**src/rtl/function_sweeper_pkg.sv**
```systemverilog
// Shared types and constants for the exhaustive truth-table sweeper.
// FSM encoding, MISR constants and the table-depth helper live here.
package function_sweeper_pkg;

    typedef enum logic [1:0] {
        IDLE   = 2'd0,
        APPLY  = 2'd1,
        FINISH = 2'd2
    } state_t;

    // x^16 + x^12 + x^5 + 1, left-shifting form
    localparam logic [15:0] MISR_POLY = 16'h1021;
    localparam logic [15:0] MISR_SEED = 16'hFFFF;

    function automatic int tt_depth(input int in_width);
        return 32'sd1 << in_width;
    endfunction

endpackage

```
**src/rtl/function_sweeper_if.sv**
```systemverilog
// Sweeper control/result bundle; master is the lab bench side, slave is the sweeper.
// The sig signal exists only when FUNC_SWEEP_SIGNATURE_EN is defined.
interface function_sweeper_if
    import function_sweeper_pkg::*;
#(
    parameter int IN_WIDTH  = 4,
    parameter int OUT_WIDTH = 1
);
    localparam int DEPTH = tt_depth(IN_WIDTH);
    localparam int TT_W  = OUT_WIDTH * DEPTH;

    logic                 start;
    logic                 abort;
    logic [OUT_WIDTH-1:0] dut_f;
    logic [TT_W-1:0]      exp_tt;
    logic [IN_WIDTH-1:0]  vec_out;
    logic                 busy;
    logic                 done;
    logic [TT_W-1:0]      tt;
    logic [IN_WIDTH:0]    err_cnt;
    logic [IN_WIDTH-1:0]  first_fail;
    logic                 fail_vld;
`ifdef FUNC_SWEEP_SIGNATURE_EN
    logic [15:0]          sig;
`endif

    modport master (
        output start, abort, dut_f, exp_tt,
`ifdef FUNC_SWEEP_SIGNATURE_EN
        input  sig,
`endif
        input  vec_out, busy, done, tt, err_cnt, first_fail, fail_vld
    );

    modport slave (
        input  start, abort, dut_f, exp_tt,
`ifdef FUNC_SWEEP_SIGNATURE_EN
        output sig,
`endif
        output vec_out, busy, done, tt, err_cnt, first_fail, fail_vld
    );

endinterface

```
**src/rtl/function_sweeper_misr.sv**
```systemverilog
// 16-bit multiple-input signature register, built only under FUNC_SWEEP_SIGNATURE_EN.
// Each enabled cycle folds data into the low bits, then shifts with polynomial feedback.
module function_sweeper_misr
    import function_sweeper_pkg::*;
(
    input  logic        clk,
    input  logic        rst_n,
    input  logic        load,
    input  logic        en,
    input  logic [15:0] data,
    output logic [15:0] sig
);

    logic [15:0] sig_r;
    logic [15:0] mixed_s;
    logic [15:0] next_s;

    // Fold sample into state, then one feedback shift
    always_comb begin
        mixed_s = sig_r ^ data;
        if (mixed_s[15]) begin
            next_s = {mixed_s[14:0], 1'b0} ^ MISR_POLY;
        end else begin
            next_s = {mixed_s[14:0], 1'b0};
        end
    end

    // Signature register: seed on load, advance on enable
    always_ff @(posedge clk or negedge rst_n) begin
        if (!rst_n) begin
            sig_r <= 16'h0000;
        end else if (load) begin
            sig_r <= MISR_SEED;
        end else if (en) begin
            sig_r <= next_s;
        end
    end

    assign sig = sig_r;

endmodule

```
**src/rtl/function_sweeper.sv**
```systemverilog
// Exhaustive stimulus/capture engine: walks every input vector, samples after SETTLE+1
// cycles, records the truth table and scores it. FUNC_SWEEP_SIGNATURE_EN adds a MISR signature.
module function_sweeper
    import function_sweeper_pkg::*;
#(
    parameter int IN_WIDTH  = 4,
    parameter int OUT_WIDTH = 1,
    parameter int SETTLE    = 1
) (
    input  logic              clk,
    input  logic              rst_n,
    function_sweeper_if.slave bus
);

    localparam int DEPTH = tt_depth(IN_WIDTH);
    localparam int TT_W  = OUT_WIDTH * DEPTH;
    localparam int ERR_W = IN_WIDTH + 1;

    state_t               state_r;
    state_t               next_state_s;
    logic [3:0]           settle_r;
    logic [IN_WIDTH-1:0]  vec_out_r;
    logic [IN_WIDTH-1:0]  first_fail_r;
    logic [TT_W-1:0]      tt_r;
    logic [ERR_W-1:0]     err_cnt_r;
    logic                 busy_r;
    logic                 done_r;
    logic                 fail_vld_r;
    logic                 launch_s;
    logic                 sample_s;
    logic                 last_s;
    logic                 mismatch_s;
    int                   tt_idx_s;

    // Sweep qualifiers; abort suppresses the sample taken in the same cycle
    always_comb begin
        launch_s   = (state_r == IDLE) && bus.start;
        sample_s   = (state_r == APPLY) && !bus.abort && (settle_r == 4'(SETTLE));
        last_s     = (vec_out_r == IN_WIDTH'(DEPTH - 1));
        tt_idx_s   = int'(vec_out_r) * OUT_WIDTH;
        mismatch_s = (bus.dut_f != bus.exp_tt[tt_idx_s +: OUT_WIDTH]);
    end

    // Next-state logic
    always_comb begin
        next_state_s = state_r;
        case (state_r)
            IDLE: begin
                if (bus.start) begin
                    next_state_s = APPLY;
                end else begin
                    next_state_s = IDLE;
                end
            end
            APPLY: begin
                if (bus.abort) begin
                    next_state_s = IDLE;
                end else if (sample_s && last_s) begin
                    next_state_s = FINISH;
                end else begin
                    next_state_s = APPLY;
                end
            end
            FINISH:  next_state_s = IDLE;
            default: next_state_s = IDLE;
        endcase
    end

    // State register with busy/done registered from the next state
    always_ff @(posedge clk or negedge rst_n) begin
        if (!rst_n) begin
            state_r <= IDLE;
            busy_r  <= 1'b0;
            done_r  <= 1'b0;
        end else begin
            state_r <= next_state_s;
            busy_r  <= (next_state_s == APPLY);
            done_r  <= (next_state_s == FINISH);
        end
    end

    // Vector walk, capture and scoring; results hold outside APPLY
    always_ff @(posedge clk or negedge rst_n) begin
        if (!rst_n) begin
            vec_out_r    <= '0;
            settle_r     <= 4'd0;
            tt_r         <= '0;
            err_cnt_r    <= '0;
            first_fail_r <= '0;
            fail_vld_r   <= 1'b0;
        end else if (launch_s) begin
            vec_out_r    <= '0;
            settle_r     <= 4'd0;
            tt_r         <= '0;
            err_cnt_r    <= '0;
            first_fail_r <= '0;
            fail_vld_r   <= 1'b0;
        end else if ((state_r == APPLY) && !bus.abort) begin
            if (sample_s) begin
                settle_r <= 4'd0;
                tt_r[tt_idx_s +: OUT_WIDTH] <= bus.dut_f;
                if (mismatch_s) begin
                    if (err_cnt_r != ERR_W'(DEPTH)) begin
                        err_cnt_r <= err_cnt_r + ERR_W'(1);
                    end
                    if (!fail_vld_r) begin
                        first_fail_r <= vec_out_r;
                        fail_vld_r   <= 1'b1;
                    end
                end
                if (!last_s) begin
                    vec_out_r <= vec_out_r + IN_WIDTH'(1);
                end
            end else begin
                settle_r <= settle_r + 4'd1;
            end
        end
    end

`ifdef FUNC_SWEEP_SIGNATURE_EN
    logic [15:0] misr_data_s;

    // Zero-extend the response into the MISR input lanes
    always_comb begin
        misr_data_s = {{(16 - OUT_WIDTH){1'b0}}, bus.dut_f};
    end

    function_sweeper_misr u_misr (
        .clk   (clk),
        .rst_n (rst_n),
        .load  (launch_s),
        .en    (sample_s),
        .data  (misr_data_s),
        .sig   (bus.sig)
    );
`endif

    assign bus.vec_out    = vec_out_r;
    assign bus.busy       = busy_r;
    assign bus.done       = done_r;
    assign bus.tt         = tt_r;
    assign bus.err_cnt    = err_cnt_r;
    assign bus.first_fail = first_fail_r;
    assign bus.fail_vld   = fail_vld_r;

endmodule
```
**src/flat_wrapper.sv**
```systemverilog
// flat-port wrapper written by rule: the top's interface ports become plain ports
module function_sweeper_flat import function_sweeper_pkg::*;
#(
    parameter int IN_WIDTH  = 4,
    parameter int OUT_WIDTH = 1,
    parameter int SETTLE    = 1
)
  (clk, rst_n, bus_start, bus_abort, bus_dut_f, bus_exp_tt, bus_vec_out, bus_busy, bus_done, bus_tt, bus_err_cnt, bus_first_fail, bus_fail_vld);
  function_sweeper_if #(.IN_WIDTH(IN_WIDTH), .OUT_WIDTH(OUT_WIDTH)) bus_i ();
  input  logic clk;
  input  logic rst_n;
  input wire logic [$bits(bus_i.start)-1:0] bus_start;
  input wire logic [$bits(bus_i.abort)-1:0] bus_abort;
  input wire logic [$bits(bus_i.dut_f)-1:0] bus_dut_f;
  input wire logic [$bits(bus_i.exp_tt)-1:0] bus_exp_tt;
  output wire logic [$bits(bus_i.vec_out)-1:0] bus_vec_out;
  output wire logic [$bits(bus_i.busy)-1:0] bus_busy;
  output wire logic [$bits(bus_i.done)-1:0] bus_done;
  output wire logic [$bits(bus_i.tt)-1:0] bus_tt;
  output wire logic [$bits(bus_i.err_cnt)-1:0] bus_err_cnt;
  output wire logic [$bits(bus_i.first_fail)-1:0] bus_first_fail;
  output wire logic [$bits(bus_i.fail_vld)-1:0] bus_fail_vld;
  assign bus_i.start = bus_start;
  assign bus_i.abort = bus_abort;
  assign bus_i.dut_f = bus_dut_f;
  assign bus_i.exp_tt = bus_exp_tt;
  assign bus_vec_out = bus_i.vec_out;
  assign bus_busy = bus_i.busy;
  assign bus_done = bus_i.done;
  assign bus_tt = bus_i.tt;
  assign bus_err_cnt = bus_i.err_cnt;
  assign bus_first_fail = bus_i.first_fail;
  assign bus_fail_vld = bus_i.fail_vld;
  function_sweeper #(.IN_WIDTH(IN_WIDTH), .OUT_WIDTH(OUT_WIDTH), .SETTLE(SETTLE)) u_core (.clk(clk), .rst_n(rst_n), .bus(bus_i));
endmodule
```
**config.mk**
```make
export PLATFORM = sky130hd
export DESIGN_NAME = function_sweeper_flat
export DESIGN_NICKNAME = d
export VERILOG_FILES = /design/src/rtl/function_sweeper_pkg.sv /design/src/rtl/function_sweeper_if.sv /design/src/rtl/function_sweeper_misr.sv /design/src/rtl/function_sweeper.sv /design/src/flat_wrapper.sv
export SDC_FILE = /design/constraint.sdc
export NUM_CORES = 1
export LEC_CHECK = 0
export BUFFER_PORTS_ARGS = -buffer_cell sky130_fd_sc_hd__buf_2
export CAP_MARGIN = 10
export CORE_UTILIZATION = 50
export CTS_CLUSTER_SIZE = 40
export DETAILED_ROUTE_END_ITERATION = 7
export HOLD_SLACK_MARGIN = 0.1
export PLACE_DENSITY = 0.75
export SLEW_MARGIN = 10
export SYNTH_ARGS = -nofsm -noshare
export SYNTH_HDL_FRONTEND = slang
export SYNTH_HIERARCHICAL = 1
export SYNTH_SLANG_ARGS = --single-unit
```
**constraint.sdc**
```tcl
create_clock -name clk -period 2.8 [get_ports clk]
set_input_delay 0.28 -clock clk [delete_from_list [all_inputs] [get_ports clk]]
set_output_delay 0.28 -clock clk [all_outputs]
set_load 0.05 [all_outputs]
```
# --- After elaboration in Yosys (flattened, before gate mapping) ---
# Cells that the tools add are included.
totals:
  register_bits: 38
  input_bits: 21
  out_inout_bits: 32
classes:
  n_addsub: 4
  n_reduce_logical: 15
  shifts: 3
  n_mux: 29
  eq_ne: 9
ops:
  columns: ["cell", "count"]
  rows:
  - ["$mux W16", 3]
  - ["$mux W4", 12]
  - ["$neg A4 Y33", 1]
  - ["$shift A1 B33 Y16 const A", 1]
  - ["$shiftx A1 B33 Y16", 1]
  - ["$mux W5", 5]
  - ["$bwmux W16", 1]
  - ["$shiftx A16 B5 Y1", 1]
  - ["$add A4 B1 Y4 const B", 2]
  - ["$reduce_and A4 Y1", 2]
  - ["$reduce_bool A2 Y1", 4]
  - ["$reduce_and A3 Y1", 2]
  - ["$add A5 B1 Y5 const B", 1]
  - ["$mux W1", 5]
  - ["$ne A5 B5 Y1 const B", 1]
  - ["$eq A2 B1 Y1 const B", 2]
  - ["$eq A4 B1 Y1 const B", 1]
  - ["$eq A4 B4 Y1 const B", 1]
  - ["$logic_and A1 B1 Y1", 4]
  - ["$mux W2", 2]
  - ["$pmux W2 S2", 1]
  - ["$eq A2 B2 Y1 const B", 1]
  - ["$logic_not A2 Y1", 1]
  - ["$ne A2 B1 Y1 const B", 1]
  - ["other kinds (4)", 4]

# --- Longest topological paths before layout ---
depth:
  word_depth: 8
  ltp_mapped: 10

# --- Worst setup path before layout ---
# No wires, ideal clock.
synth_path:
  path_kind: "register -> register"
  startpoint: "register u_core.vec_out_r[0], in the netlist u_core/bus.vec_out[0]"
  endpoint: "register u_core.tt_r[4], in the netlist u_core/bus.tt[4]"
  required_time_ns: 2.668
  period_less_slack_ns: 2.833
  stages_incl_launch_ff: 10
  t_arrival_ns: 2.702
  n_path_buf: 2
  setup_slack_ns: -0.033
  path_cell_list: "dfrtp_1 -> buf_6 -> clkbuf_1 -> inv_1 -> ha_1 -> nand2b_1 -> a2111oi_1 -> nand4_1 -> mux2i_1 -> nor2_1"
synth_via:
  elab_chain_len: 6
synth_rtl:
  columns: ["item", "line_no", "text"]
  rows:
  - ["start: declaration", "function_sweeper.sv:22", "logic [IN_WIDTH-1:0] vec_out_r;"]
  - ["start signal: assignment", "function_sweeper.sv:112", "vec_out_r <= vec_out_r + IN_WIDTH'(1);"]
  - ["$neg A4 Y33 *", "function_sweeper.sv:101", "tt_r[tt_idx_s +: OUT_WIDTH] <= bus.dut_f;"]
  - ["$shiftx A1 B33 Y16 / $shift A1 B33 Y16 (equally long branches)", "function_sweeper.sv:101", null]
  - ["$bwmux W16 *", "function_sweeper.sv:101", null]
  - ["$mux W16 *", "function_sweeper.sv:99", "if (sample_s) begin"]
  - ["$mux W16 *", "function_sweeper.sv:98", "end else if ((state_r == APPLY) && !bus.abort) begin"]
  - ["$mux W16 *", "function_sweeper.sv:91", "end else if (launch_s) begin"]
  - ["end signal: indexed assignment", "function_sweeper.sv:101", null]
  - ["end: declaration", "function_sweeper.sv:24", "logic [TT_W-1:0] tt_r;"]
# Mark *: on every way between the ends. The rest lies on a longest branch, timed or not. The select of a mux whose other input is x is not followed.
# A chain may end at the register's enable or synchronous reset.

# --- Worst setup path after layout ---
layout_path:
  startpoint: "register u_core.vec_out_r[0], in the netlist u_core/bus.vec_out[0]"
  endpoint: "register u_core.err_cnt_r[4], in the netlist u_core/bus.err_cnt[4]"
layout_via:
  elab_chain_len: 4
layout_rtl:
  columns: ["item", "line_no", "text"]
  rows:
  - ["$shiftx A16 B5 Y1", "function_sweeper.sv:41", "mismatch_s = (bus.dut_f != bus.exp_tt[tt_idx_s +: OUT_WIDTH]);"]
  - ["$ne A1 B1 Y1", "function_sweeper.sv:41", null]
  - ["$reduce_bool A2 Y1 (no line)", null, null]
  - ["$reduce_and A4 Y1 (no line)", null, null]
  - ["end signal: assignment", "function_sweeper.sv:104", "err_cnt_r <= err_cnt_r + ERR_W'(1);"]
  - ["end: declaration", "function_sweeper.sv:25", "logic [ERR_W-1:0] err_cnt_r;"]
# Every way passes these cells.

==> metrics list <==
- Result of the run: finished, final reports clean
- CTS sink cnt: 38
* Total I/O pin count: 53
* Die area: 4529 sq um
- Across all hold checks on the routed design, the worst slack comes to 0.09416 ns.
- Count of hold-fix buffers inserted at cts: 0
- Data arrival time of the critical path: 2.64 ns
* Dominant cell by count in the synthesized netlist: sky130_fd_sc_hd__dfrtp_1
- Headroom to the max-slew limit came out at 0.3762.
- In the final design database the tool counted 308 nets.
- Unrepaired setup endpoints after global routing: no
* Fraction of post-synthesis cell area in the top cell type by area: 0.4460
- Of all flip-flops after synthesis, the portion carrying an async set or reset was 1.000.
- Die span in y: 67.30 um
- Global routing usage summed across all routing layers: 0.2293
* Final setup fails: 0
* Required time of the worst setup path: 3.00 ns
- Of the available clock period, the critical path in the final layout requires 0.8726.
- Count of flip-flops with a built-in enable after synthesis: 0
* Clock slew at the register clock pins of the worst setup and hold paths: 0.08 ns
* Final Core Density: 0.6303
- Fraction of layout cells with a size suffix above 1: 0.2950
- For this design the static power due to leakage is 1.193 nW.
- Clock root cell: sky130_fd_sc_hd__clkbuf_8
* Core ar.: 4058 sq um
* Class of the worst hold path: input pin to asynchronous set/reset pin
- From synthesis to final layout, the design area changed by 19.95%.
- At the pin with the least slew margin, the transition time is 0.9356 ns.
- H-Tree Level Count: 2
* Setup Buffers After CTS: 0
- Number of flip-flops and latches in the synthesized netlist: 38
- The number of hold violations in the final report is 0.
- Clk_lat worst skew: 0.30 ns
* Setup TNS Final: 0 ns
* Critical Setup Path Class: flip-flop to flip-flop
- Net Count, Synth: 253
- Of the total power, the clock network draws 0.261.
* Top post-synthesis cells by count: sky130_fd_sc_hd__dfrtp_1 (38), sky130_fd_sc_hd__nand2_1 (23), sky130_fd_sc_hd__a21oi_1 (18), sky130_fd_sc_hd__nand3_1 (18), sky130_fd_sc_hd__nor2_1 (15)
* Row Count: 23
* Power per unit of standard cell area: 591.8 nW/um^2
* Number of fillers in the final layout: 352
- The design draws 1.513 mW.
- Largest fanout of any net on the critical path: 6
- For this run, the detailed router's first-pass iteration total came to 4.
- Largest net degree at the start of global routing: 39
- For this configuration, the core starts out at a cell density of 0.5254.
* Distinct cells, synth: 40
- Clock Skews: 0.008869 ns
- Count of max-cap constraint violations: 0
* ANT cells: 0
- Leftover overflow at the end of global routing: 0
- Via density: 5.710
- Number of cells produced by synthesis: 222
- Gates resized during post-CTS repair numbered 0.
- The initial antenna violation count was 0.
* Total detailed-routing wirelength: 4.757 mm
* Switching fraction of total power: 0.3671
- A synthesized cell averages 9.604 sq um.
* Number of buffers created by CTS: 5
- Die extent in x: 67.30 um
- Switching Power: 555.6 uW
- The number of global-route vias before repair came to 1,664.
- TritonCTS built the clock tree.
* Internal power of the cells: 957.9 uW
- STA classifies the critical path endpoint as a flip-flop.
* Total count of max-transition violations in the final report: 0
* First-pass GRT wire length: 7.569 mm
- Summing every instance area after synthesis gives 2132 sq um.
* Routed wire per std cell: 14.50 um
- Fraction of power consumed by sequential logic: 0.408
- The count of buffers added on input and output ports is 52.
* Via count of the routed design: 1,873
- In the post-synthesis netlist, the biggest area contributors are sky130_fd_sc_hd__dfrtp_1 (45%), sky130_fd_sc_hd__ha_1 (5.9%), sky130_fd_sc_hd__mux4_2 (5.3%), sky130_fd_sc_hd__a21oi_1 (4.2%), sky130_fd_sc_hd__nand3_1 (4.2%).
- Post-synthesis sequential area ratio: 0.4460
- In the synthesized netlist the dominant register cell turns out to be sky130_fd_sc_hd__dfrtp_1.
* Timing-limited maximum frequency: 409.3 MHz
- YS warnings: 6
- For the finished layout, the period the worst path requires is 2.443 ns.
- Last weighted congestion value of the routability-driven placer: 0.7944
- Detailed-route DRC error count: 0
- After legalization and detailed placement, the total HPWL measured 3.377 mm.
* Number of buffers between clock root and the deepest sink: 2
- The worst-case IR drop observed on VDD is 0.0004041 V.
* Antenna viol nets, final: 0
- STA classifies the critical path startpoint as a flip-flop.
- Post-synthesis cell type with the largest combined area: sky130_fd_sc_hd__dfrtp_1
* Initial drt markers: 154
- Combinational share of power: 0.331
-- layout make-up --
type / count / area (sq um) / share of cell area
inverters: 9 / 33.78 / 0.01321
flip-flops and latches: 38 / 952.2 / 0.3723
multi-input cells: 160 / 1071 / 0.4188
repair buffers: 63 / 342.8 / 0.1341
well taps: 50 / 62.56 / 0.02446
clock buffers: 6 / 82.58 / 0.03229
clock inverters: 2 / 12.51 / 0.004892
-- placed cells by master, fill, tap and decap left out, types with 2 or more instances in the layout --
cell type / instances
sky130_fd_sc_hd__a2111oi_1: 2
sky130_fd_sc_hd__a21oi_1: 18
sky130_fd_sc_hd__a31oi_1: 2
sky130_fd_sc_hd__buf_2: 52
sky130_fd_sc_hd__buf_4: 11
sky130_fd_sc_hd__clkbuf_8: 6
sky130_fd_sc_hd__dfrtp_1: 37
sky130_fd_sc_hd__ha_1: 10
sky130_fd_sc_hd__inv_1: 9
sky130_fd_sc_hd__mux2i_1: 4
sky130_fd_sc_hd__mux4_2: 5
sky130_fd_sc_hd__nand2_1: 23
sky130_fd_sc_hd__nand2b_1: 2
sky130_fd_sc_hd__nand3_1: 18
sky130_fd_sc_hd__nand4_1: 13
sky130_fd_sc_hd__nor2_1: 15
sky130_fd_sc_hd__nor3_1: 5
sky130_fd_sc_hd__o21ai_1: 14
sky130_fd_sc_hd__o31ai_1: 3
sky130_fd_sc_hd__or4_1: 4
sky130_fd_sc_hd__xnor2_1: 3
sky130_fd_sc_hd__xor2_1: 3
-- through the flow --
step	instance area [sq um]	cells	setup slack (ns)
floorplan	2133	222	0.1340
finish	2557	328	0.3567
detailed placement	2462	320	0.3946
global placement	2462	320	0.4483
CTS	2557	328	0.3685
global route	2557	328	0.2752
-- sequential cells by signal (all words and copies together), names as in the netlist --
name	flops
u_core/bus.first_fail	4
u_core/bus.tt	16
u_core/state_r	2
u_core/bus.fail_vld	1
u_core/settle_r	4
u_core/bus.busy	1
u_core/bus.vec_out	4
u_core/bus.done	1
u_core/bus.err_cnt	5
-- logic make-up (layout without fill, tap and decap cells) --
logic type | count (synthesis) | count (layout) | share of synthesized area
muxes | 9 | 9 | 0.07160
DFF | 38 | 38 | 0.4460
AOI/OAI and AO/OA | 41 | 41 | 0.1109
xor gates and xnor gates | 7 | 7 | 0.03228
buffers and inverters | 24 | 80 | 0.05164
adders and majority gates | 10 | 10 | 0.05869
and+or+nand+nor | 93 | 93 | 0.2289
-- critical path, cell delays in order, from the launching register on --
cell	delay (ns)
sky130_fd_sc_hd__dfrtp_2	0.45
sky130_fd_sc_hd__mux4_2	0.50
sky130_fd_sc_hd__mux4_2	0.54
sky130_fd_sc_hd__xnor2_2	0.20
sky130_fd_sc_hd__or4_1	0.49
sky130_fd_sc_hd__a21oi_1	0.17
-- power groups by stage --
stage          clock, mW  combinational, mW  sequential [mW]
2_1_floorplan          0              0.323            0.683
3_3_place_gp           0              0.488            0.626
3_5_place_dp           0              0.497            0.629
4_1_cts            0.406              0.498            0.618
5_1_grt            0.425              0.544            0.625
6_report           0.395              0.501            0.618
-- per-layer routing --
layer  vias up  global-route usage  share of wire
met5         -                   0              0
met1       888              0.3078           0.46
met3         7             0.04054          0.055
met2        69              0.3638           0.47
met4         0             0.09574          0.016
li1        909                   -              -
-- final timing paths --
kind | from | to | slack [ns] | cells after the start
setup reg to reg | u_core/bus.vec_out[0] | u_core/bus.err_cnt[4] | 0.36 | 5
hold / removal | rst_n | u_core/bus.tt[6] | 0.09 | 1
hold reg to reg | u_core/bus.tt[6] | u_core/bus.tt[6] | 0.51 | 2
max in group asynchronous | rst_n | u_core/bus.vec_out[0] | 2.12 | 1
setup / recovery | u_core/bus.vec_out[0] | u_core/bus.err_cnt[4] | 0.36 | 5
min in group clk | bus_abort | u_core/settle_r[0] | 0.35 | 4
No activity file was read; power rests on OpenSTA's default activity.
